==> config.mk <==
export PLATFORM = sky130hd
export DESIGN_NAME = uart_byte_rx
export DESIGN_NICKNAME = d
export VERILOG_FILES = /design/src/rtl/uart_byte_rx.sv
export SDC_FILE = /design/constraint.sdc
export NUM_CORES = 1
export LEC_CHECK = 0
export ABC_AREA = 1
export CORE_MARGIN = 4
export CORE_UTILIZATION = 25
export DETAILED_ROUTE_END_ITERATION = 8
export HOLD_SLACK_MARGIN = 0.02
export PLACE_DENSITY_LB_ADDON = 0.25
export SLEW_MARGIN = 20
export SYNTH_ARGS = -nofsm -noshare
export SYNTH_HDL_FRONTEND = slang
export SYNTH_SLANG_ARGS = --single-unit
==> constraint.sdc <==
create_clock -name clk -period 1.4 [get_ports clk]
set_input_delay 0.28 -clock clk [delete_from_list [all_inputs] [get_ports clk]]
set_output_delay 0.28 -clock clk [all_outputs]
set_load 0.01 [all_outputs]
==> src/rtl/uart_byte_rx.sv <==
// 8N1 UART receiver: rx is synchronised, the start bit is qualified at mid-bit, and
// eight data bits plus the stop bit are then sampled at their bit centres.
module uart_byte_rx #(
  parameter int CLKS_PER_BIT = 2604
) (
  input  logic       clk,
  input  logic       reset,
  input  logic       rx,
  output logic [7:0] data,
  output logic       valid,
  output logic       frame_err,
  output logic       busy
);

  localparam int HALF_BIT = CLKS_PER_BIT / 2;
  localparam int CNT_W    = $clog2(CLKS_PER_BIT);

  localparam logic [CNT_W-1:0] CNT_LAST = CNT_W'(CLKS_PER_BIT - 1);
  localparam logic [CNT_W-1:0] CNT_HALF = CNT_W'(HALF_BIT - 1);

  typedef enum logic [2:0] {
    S_IDLE,
    S_START,
    S_DATA,
    S_STOP,
    S_RECOVER
  } state_e;

  state_e           state_q, state_d;
  logic [CNT_W-1:0] cnt_q, cnt_d;
  logic [2:0]       idx_q, idx_d;
  logic [7:0]       shift_q, shift_d;
  logic [7:0]       data_q, data_d;
  logic             valid_q, valid_d;
  logic             frame_err_q, frame_err_d;
  logic             rx_meta_q, rx_sync_q;

  // Both synchroniser flops reset to 1 so that the idle-high line is not
  // mistaken for a start bit when reset is released.
  always_ff @(posedge clk) begin
    // NOTE: every flop is written with <= so all registers see the values
    // from before the edge; blocking assignments here would create order races.
    if (reset) begin
      rx_meta_q <= 1'b1;
      rx_sync_q <= 1'b1;
    end else begin
      rx_meta_q <= rx;
      rx_sync_q <= rx_meta_q;
    end
  end

  always_ff @(posedge clk) begin
    if (reset) begin
      state_q     <= S_IDLE;
      cnt_q       <= '0;
      idx_q       <= '0;
      shift_q     <= '0;
      data_q      <= '0;
      valid_q     <= 1'b0;
      frame_err_q <= 1'b0;
    end else begin
      state_q     <= state_d;
      cnt_q       <= cnt_d;
      idx_q       <= idx_d;
      shift_q     <= shift_d;
      data_q      <= data_d;
      valid_q     <= valid_d;
      frame_err_q <= frame_err_d;
    end
  end

  always_comb begin
    // NOTE: every signal gets a default before the case so that no path
    // leaves a value unassigned, which would otherwise infer a latch.
    state_d     = state_q;
    cnt_d       = cnt_q;
    idx_d       = idx_q;
    shift_d     = shift_q;
    data_d      = data_q;
    valid_d     = 1'b0;
    frame_err_d = 1'b0;

    unique case (state_q)
      S_IDLE: begin
        cnt_d = '0;
        if (!rx_sync_q) state_d = S_START;
      end

      S_START: begin
        if (cnt_q == CNT_HALF) begin
          cnt_d = '0;
          idx_d = '0;
          // A line that is high again at mid-start-bit was only a glitch.
          state_d = rx_sync_q ? S_IDLE : S_DATA;
        end else begin
          cnt_d = cnt_q + CNT_W'(1);
        end
      end

      S_DATA: begin
        if (cnt_q == CNT_LAST) begin
          cnt_d   = '0;
          shift_d = {rx_sync_q, shift_q[7:1]};
          idx_d   = idx_q + 3'd1;
          if (idx_q == 3'd7) state_d = S_STOP;
        end else begin
          cnt_d = cnt_q + CNT_W'(1);
        end
      end

      // Leaving at mid-stop-bit leaves half a bit of slack for the next start edge.
      S_STOP: begin
        if (cnt_q == CNT_LAST) begin
          cnt_d = '0;
          if (rx_sync_q) begin
            data_d  = shift_q;
            valid_d = 1'b1;
            state_d = S_IDLE;
          end else begin
            frame_err_d = 1'b1;
            state_d     = S_RECOVER;
          end
        end else begin
          cnt_d = cnt_q + CNT_W'(1);
        end
      end

      S_RECOVER: begin
        cnt_d = '0;
        if (rx_sync_q) state_d = S_IDLE;
      end

      default: begin
        state_d = S_IDLE;
        cnt_d   = '0;
      end
    endcase
  end

  assign data      = data_q;
  assign valid     = valid_q;
  assign frame_err = frame_err_q;
  assign busy      = (state_q != S_IDLE);

endmodule
; ---- Yosys cells after proc, flatten, opt, wreduce, memory -nomap -nowiden
; Cells that the tools add are included.
[totals]
input_bits = 3
register_bits = 38
elab_cells = 52
out_inout_bits = 11
[op_classes]
n_bitwise = 2
add_sub_neg = 2
n_reduce_logical = 9
mux = 17
eq_ne = 13
[ops]
columns = operator, n
row1 = 2-to-1 mux 3 bit, 9
row2 = 2-to-1 mux 12 bit, 2
row3 = one-hot mux 12 bit (2 select lines), 1
row4 = one-hot mux 3 bit (5 select lines), 1
row5 = "adder 12 x 1 -> 12 bit, second input constant", 1
row6 = "equality test 12 x 11 -> 1 bit, second input constant", 1
row7 = "equality test 12 bit, second input constant", 1
row8 = "!= test 2 bit, second input constant", 6
row9 = "equality test 3 x 2 -> 1 bit, second input constant", 2
row10 = "equality test 3 bit, second input constant", 2
row11 = one-hot mux 3 bit (2 select lines), 1
row12 = AND reduction 3 bit, 2
row13 = AND reduction 6 bit, 1
row14 = "adder 3 x 1 -> 3 bit, second input constant", 1
row15 = "equality test 3 x 1 -> 1 bit, second input constant", 1
row16 = logical NOT 3 bit, 1
row17 = nonzero test 3 bit, 1
row18 = OR reduction 3 bit, 1
row19 = 2-to-1 mux 1 bit, 2
row20 = 2-to-1 mux 2 bit, 1
row21 = inverter 1 bit, 2
row22 = AND reduction 2 bit, 1
row23 = nonzero test 2 bit, 1
row24 = OR reduction 2 bit, 1

; ---- Logic depth before layout (Yosys ltp)
; Gate-level depths: netlist (run 1).
[logic_depth]
word_depth = 4
ltp_mapped = 11
ltp_nobuf = 11

; ---- Worst setup path after synthesis (run 1)
; OpenSTA, ideal clock, no wires.
[synth_timing]
path_kind = flip-flop to flip-flop
start = register cnt_q[0]
end = register data_q[1], in the netlist data[1]
path_slack_ns = -0.017
stages_incl_launch_ff = 10
required_ns = 1.287
setup_ns = 0.113
path_buffers = 1
arrival_time_ns = 1.304
synth_period_minus_slack_ns = 1.417
path_cell_list = dfxtp_1 ha_1 nand2_1 nor2_1 nand3_2 inv_2 nand3_4 buf_6 nor2_1 nor2_1
[synth_between]
elab_chain_cells = 2
[synth_rtl]
columns = element, line
row1 = start: declaration, 30  ; logic [CNT_W-1:0] cnt_q, cnt_d;
row2 = start signal: assignment, 63  ; cnt_q <= cnt_d;
row3 = equality test 12 bit, 113  ; if (cnt_q == CNT_LAST) begin
row4 = AND reduction 3 bit (no source line), --
row5 = end signal: assignment, 66  ; data_q <= data_d;
row6 = end: declaration, 33  ; logic [7:0] data_q, data_d;
; No other way between the ends.
; A chain may end at the register's enable or synchronous reset.

; ---- Worst setup path after layout (run 1)
[layout_timing]
start = register cnt_q[1]
end = register cnt_q[9]
[layout_between]
elab_chain_cells = 3
word_cells_on_any_way = 6
cone_classes = 1 x add/sub / 2 x eq/ne / 3 x mux
[layout_rtl]
columns = element, line
row1 = adder 12 x 1 -> 12 bit (tied with other cells), "96, 107, 124"
row2 = "2-to-1 mux 12 bit, on equally long branches", "101, 113, 90"
row3 = one-hot mux 12 bit (2 select lines) (*), 83  ; unique case (state_q)
; Every way passes the cells marked *; elsewhere a longest branch is shown, timed or not.

==> results.ini, run 1 <==
[floorplan]
io_pins = 14
fp.dieW_um = 90.4
dieArea_um2 = 8160
core_um2 = 6460
die_h_um = 90.4
start_util_pct = 26.2
std_cell_rows = 29

[sta]
fmax_mhz = 693
period_share_pct = 103
slew_viol_final = 0
slew_headroom_pct = 79.6
worst_pin_slew_ns = 0.305
setup_slack_ns = -0.0424
hold_violations = 0
fin_hold_ws_ns = 0.408
finClkSkew_ns = 0.0112
fin_crit_ns = 1.44
setup_viol = 12
rsz0062_at_grt = true

[cells_and_area]
nets = 284
drive_gt1_share_pct = 29.1
final_area_um2 = 2360
antenna_cells = 0
area_growth_syn_to_layout_pct = 39.4

[detailed_routing]
via_count = 1539
drtAntennaViolNets = 0
drtIter0Drc = 64
routedWlPerCell_um = 10.8
dr.pass1.iters = 4
remaining_drc_errors = 0
via_per_inst = 4.34
routed_wl_mm = 3.84

[setup_path]
worstPathRequired_ns = 1.62
cp_slowest_cell = dfxtp_2
r2r_start = cnt_q[1]
cpPeakStageDelay_ns = 0.36
r2r_slack_ns = -0.04
path_buf_inv = 3
crit_chain = buf_6 -> inv_4 -> ha_4 -> nand2_2 -> nor2_2 -> nand3_2 -> nand2_2 -> o21ai_1 -> nand2_1 -> buf_6 -> nor3_2
crit_start = cnt_q[1]
reg2reg_to = cnt_q[9]
worst_ep_arrival_time_ns = 1.67
startpoint_type = flip-flop
criticalPathCategory = flip-flop to flip-flop
cp-end-kind = flip-flop
path_max_fanout = 7
ff2ff_path_depth = 11
path_delay_family = simple AND/OR/NAND/NOR gates

[clock_tree]
h-tree-depth = 2
cts_buffers = 5
clk_pin_slew_ns = 0.08
clock-sinks = 38
clock_path_buffers = 2
holdBufCountCts = 0
cts_root_buffer = clkbuf_8
cts_tree = built
clk-insertion-delay-late_ns = 0.29

[power_and_ir_drop]
clkPwrFrac_pct = 28.1
p_leak_nw = 1.05
p_comb_share_pct = 29.5
power.total_mw = 2.75
switching_share_pct = 33.3
power.density_nw_per_um2 = 1160
peakVddDrop_v = 0.000644
cell_internal_pwr_mw = 1.84
seq_power_share_pct = 42.5
p_sw_mw = 0.915

[synth]
synth_fp_nets = 246
avgSynthCellArea_um2 = 7.09
synth_top_cell_by_area = dfxtp_1
synth_seq_cells = 38
synth_top_area_share_pct = 44.9
syn_area_um2 = 1700
synth_cells = 239
ys_top_cells_by_area = dfxtp_1, nor2_1, nand2_1
synth.distinct_cells = 24
yosysSeqAreaShare_pct = 44.9
synth_warnings = 0

[worst_hold_path]
hold_end = rx_sync_q
min_path_type = flip-flop to flip-flop
min-delay-start = rx_meta_q
hold_depth = 1

[placement]
place_area_um2 = 2050
post-place-ws_ns = -0.114
gp_congestion = 0.789
portBuffers = 13
dp_hpwl_mm = 2.59

[grt]
grt_use_total_pct = 9.53
antenna_found_initial = 0
grt_pass1_wl_mm = 6.51
grt-ovfl-total = 0
grt_pass1_vias = 1510
grt_max_degree = 17

[status]
status = finished with violations
violations = negative setup slack

[run]
maxCapViolations = 0

power by group through the flow:
stage / Combinational [mW] / Clock, mW / Sequential [mW]
global placement: 0.656 / 0 / 1.18
CTS: 0.763 / 0.809 / 1.16
global route: 0.911 / 0.848 / 1.17
detailed placement: 0.649 / 0 / 1.18
floorplan: 0.395 / 0 / 1.18
finish: 0.810 / 0.772 / 1.17
cell families after synthesis:
| kind of cell | synth area share, % |
|---|---|
| AO/OA/AOI/OAI | 7.08 |
| adder cells (fa/ha/maj) | 2.95 |
| XOR/XNOR | 3.10 |
| flip-flops | 44.9 |
| buffers and inverters | 8.86 |
| AND/OR/NAND/NOR | 33.1 |
flip-flops by register name, summed over array words and instances, names as in the netlist:
signal and cells:
shift_q 8, cnt_q 12, frame_err 1, rx_meta_q 1, rx_sync_q 1, idx_q 3
data 8, state_q 3, valid 1
what timing repair did:
item / in CTS / in global routing
buffers inserted: 0 / 1
cloned: 0 / 2
resized for setup: 37 / 47
endpoints found under the setup margin: 38 / 36
pin swaps: 9 / 15
metal layers:
layer,up-vias,GRT usage (%),wire length (µm)
met1,698,12.1,1940
li1,819,-,-
met5,-,0,0
met4,0,3.57,52
met3,4,2.25,92
met2,18,15.7,1760
worst max path at each step:
stage / endpoint / slack [ns] / cells past startpoint
4_1_cts: cnt_q[11] / -0.06 / 11
2_1_floorplan: data[1] / 0.005 / 9
5_1_grt: cnt_q[0] / -0.12 / 11
3_3_place_gp: valid / -0.12 / 4
6_report: cnt_q[9] / -0.04 / 11
3_5_place_dp: cnt_q[4] / -0.11 / 11
synthesized netlist by cell type, drive strengths merged:
cell	number
nor2	57
nand2	54
dfxtp	38
inv	30
o21ai	14
nand3	10
nor3	8
a21oi	7
buf	5
xor2	5
ha	4
o211ai	2
or2	2
nand4	1
nor4	1
xnor2	1
final cells by class:
class	count	area, µm²
clock buffer	7	86.3
clock inverter	1	5.00
fill	675	4100
inverter	30	123
multi-input combinational	167	976
sequential	38	764
tap	77	96.3
timing repair buffer	35	313
per-stage QoR:
| stage | setup TNS [ns] | utilization (%) | cells |
|---|---|---|---|
| 6_report | -0.241 | 36.6 | 355 |
| 5_1_grt | -2.87 | 36.6 | 355 |
| 4_1_cts | -0.615 | 34.3 | 352 |
| 3_5_place_dp | -2.04 | 31.7 | 344 |
| 3_3_place_gp | -1.89 | 31.7 | 344 |
| 2_1_floorplan | 0 | - | 239 |
cell usage in the layout (no fill, tap or decap), drive strengths merged, types with 2 or more instances in the layout:
cell,netlist,layout
clkdlybuf4s50,0,2
clkbuf,0,8
nor3,8,8
a21oi,7,7
nand2,54,54
buf,5,22
dfxtp,38,38
nor2,57,57
dlygate4sd2,0,10
o211ai,2,2
nand3,10,11
inv,30,30
or2,2,2
o21ai,14,14
ha,4,4
xor2,5,5
(Power assumes the default switching activity.)
==> inputs of run 2 (changes only) <==
--- a/config.mk
+++ b/config.mk
@@ -6,6 +6,7 @@
 export NUM_CORES = 1
 export LEC_CHECK = 0
 export ABC_AREA = 1
+export ABC_CLOCK_PERIOD_IN_PS = 1400
 export CORE_MARGIN = 4
 export CORE_UTILIZATION = 25
 export DETAILED_ROUTE_END_ITERATION = 8
==> results of run 2 <==
The final DEF is identical to that of run 1; final timing and power are the same.
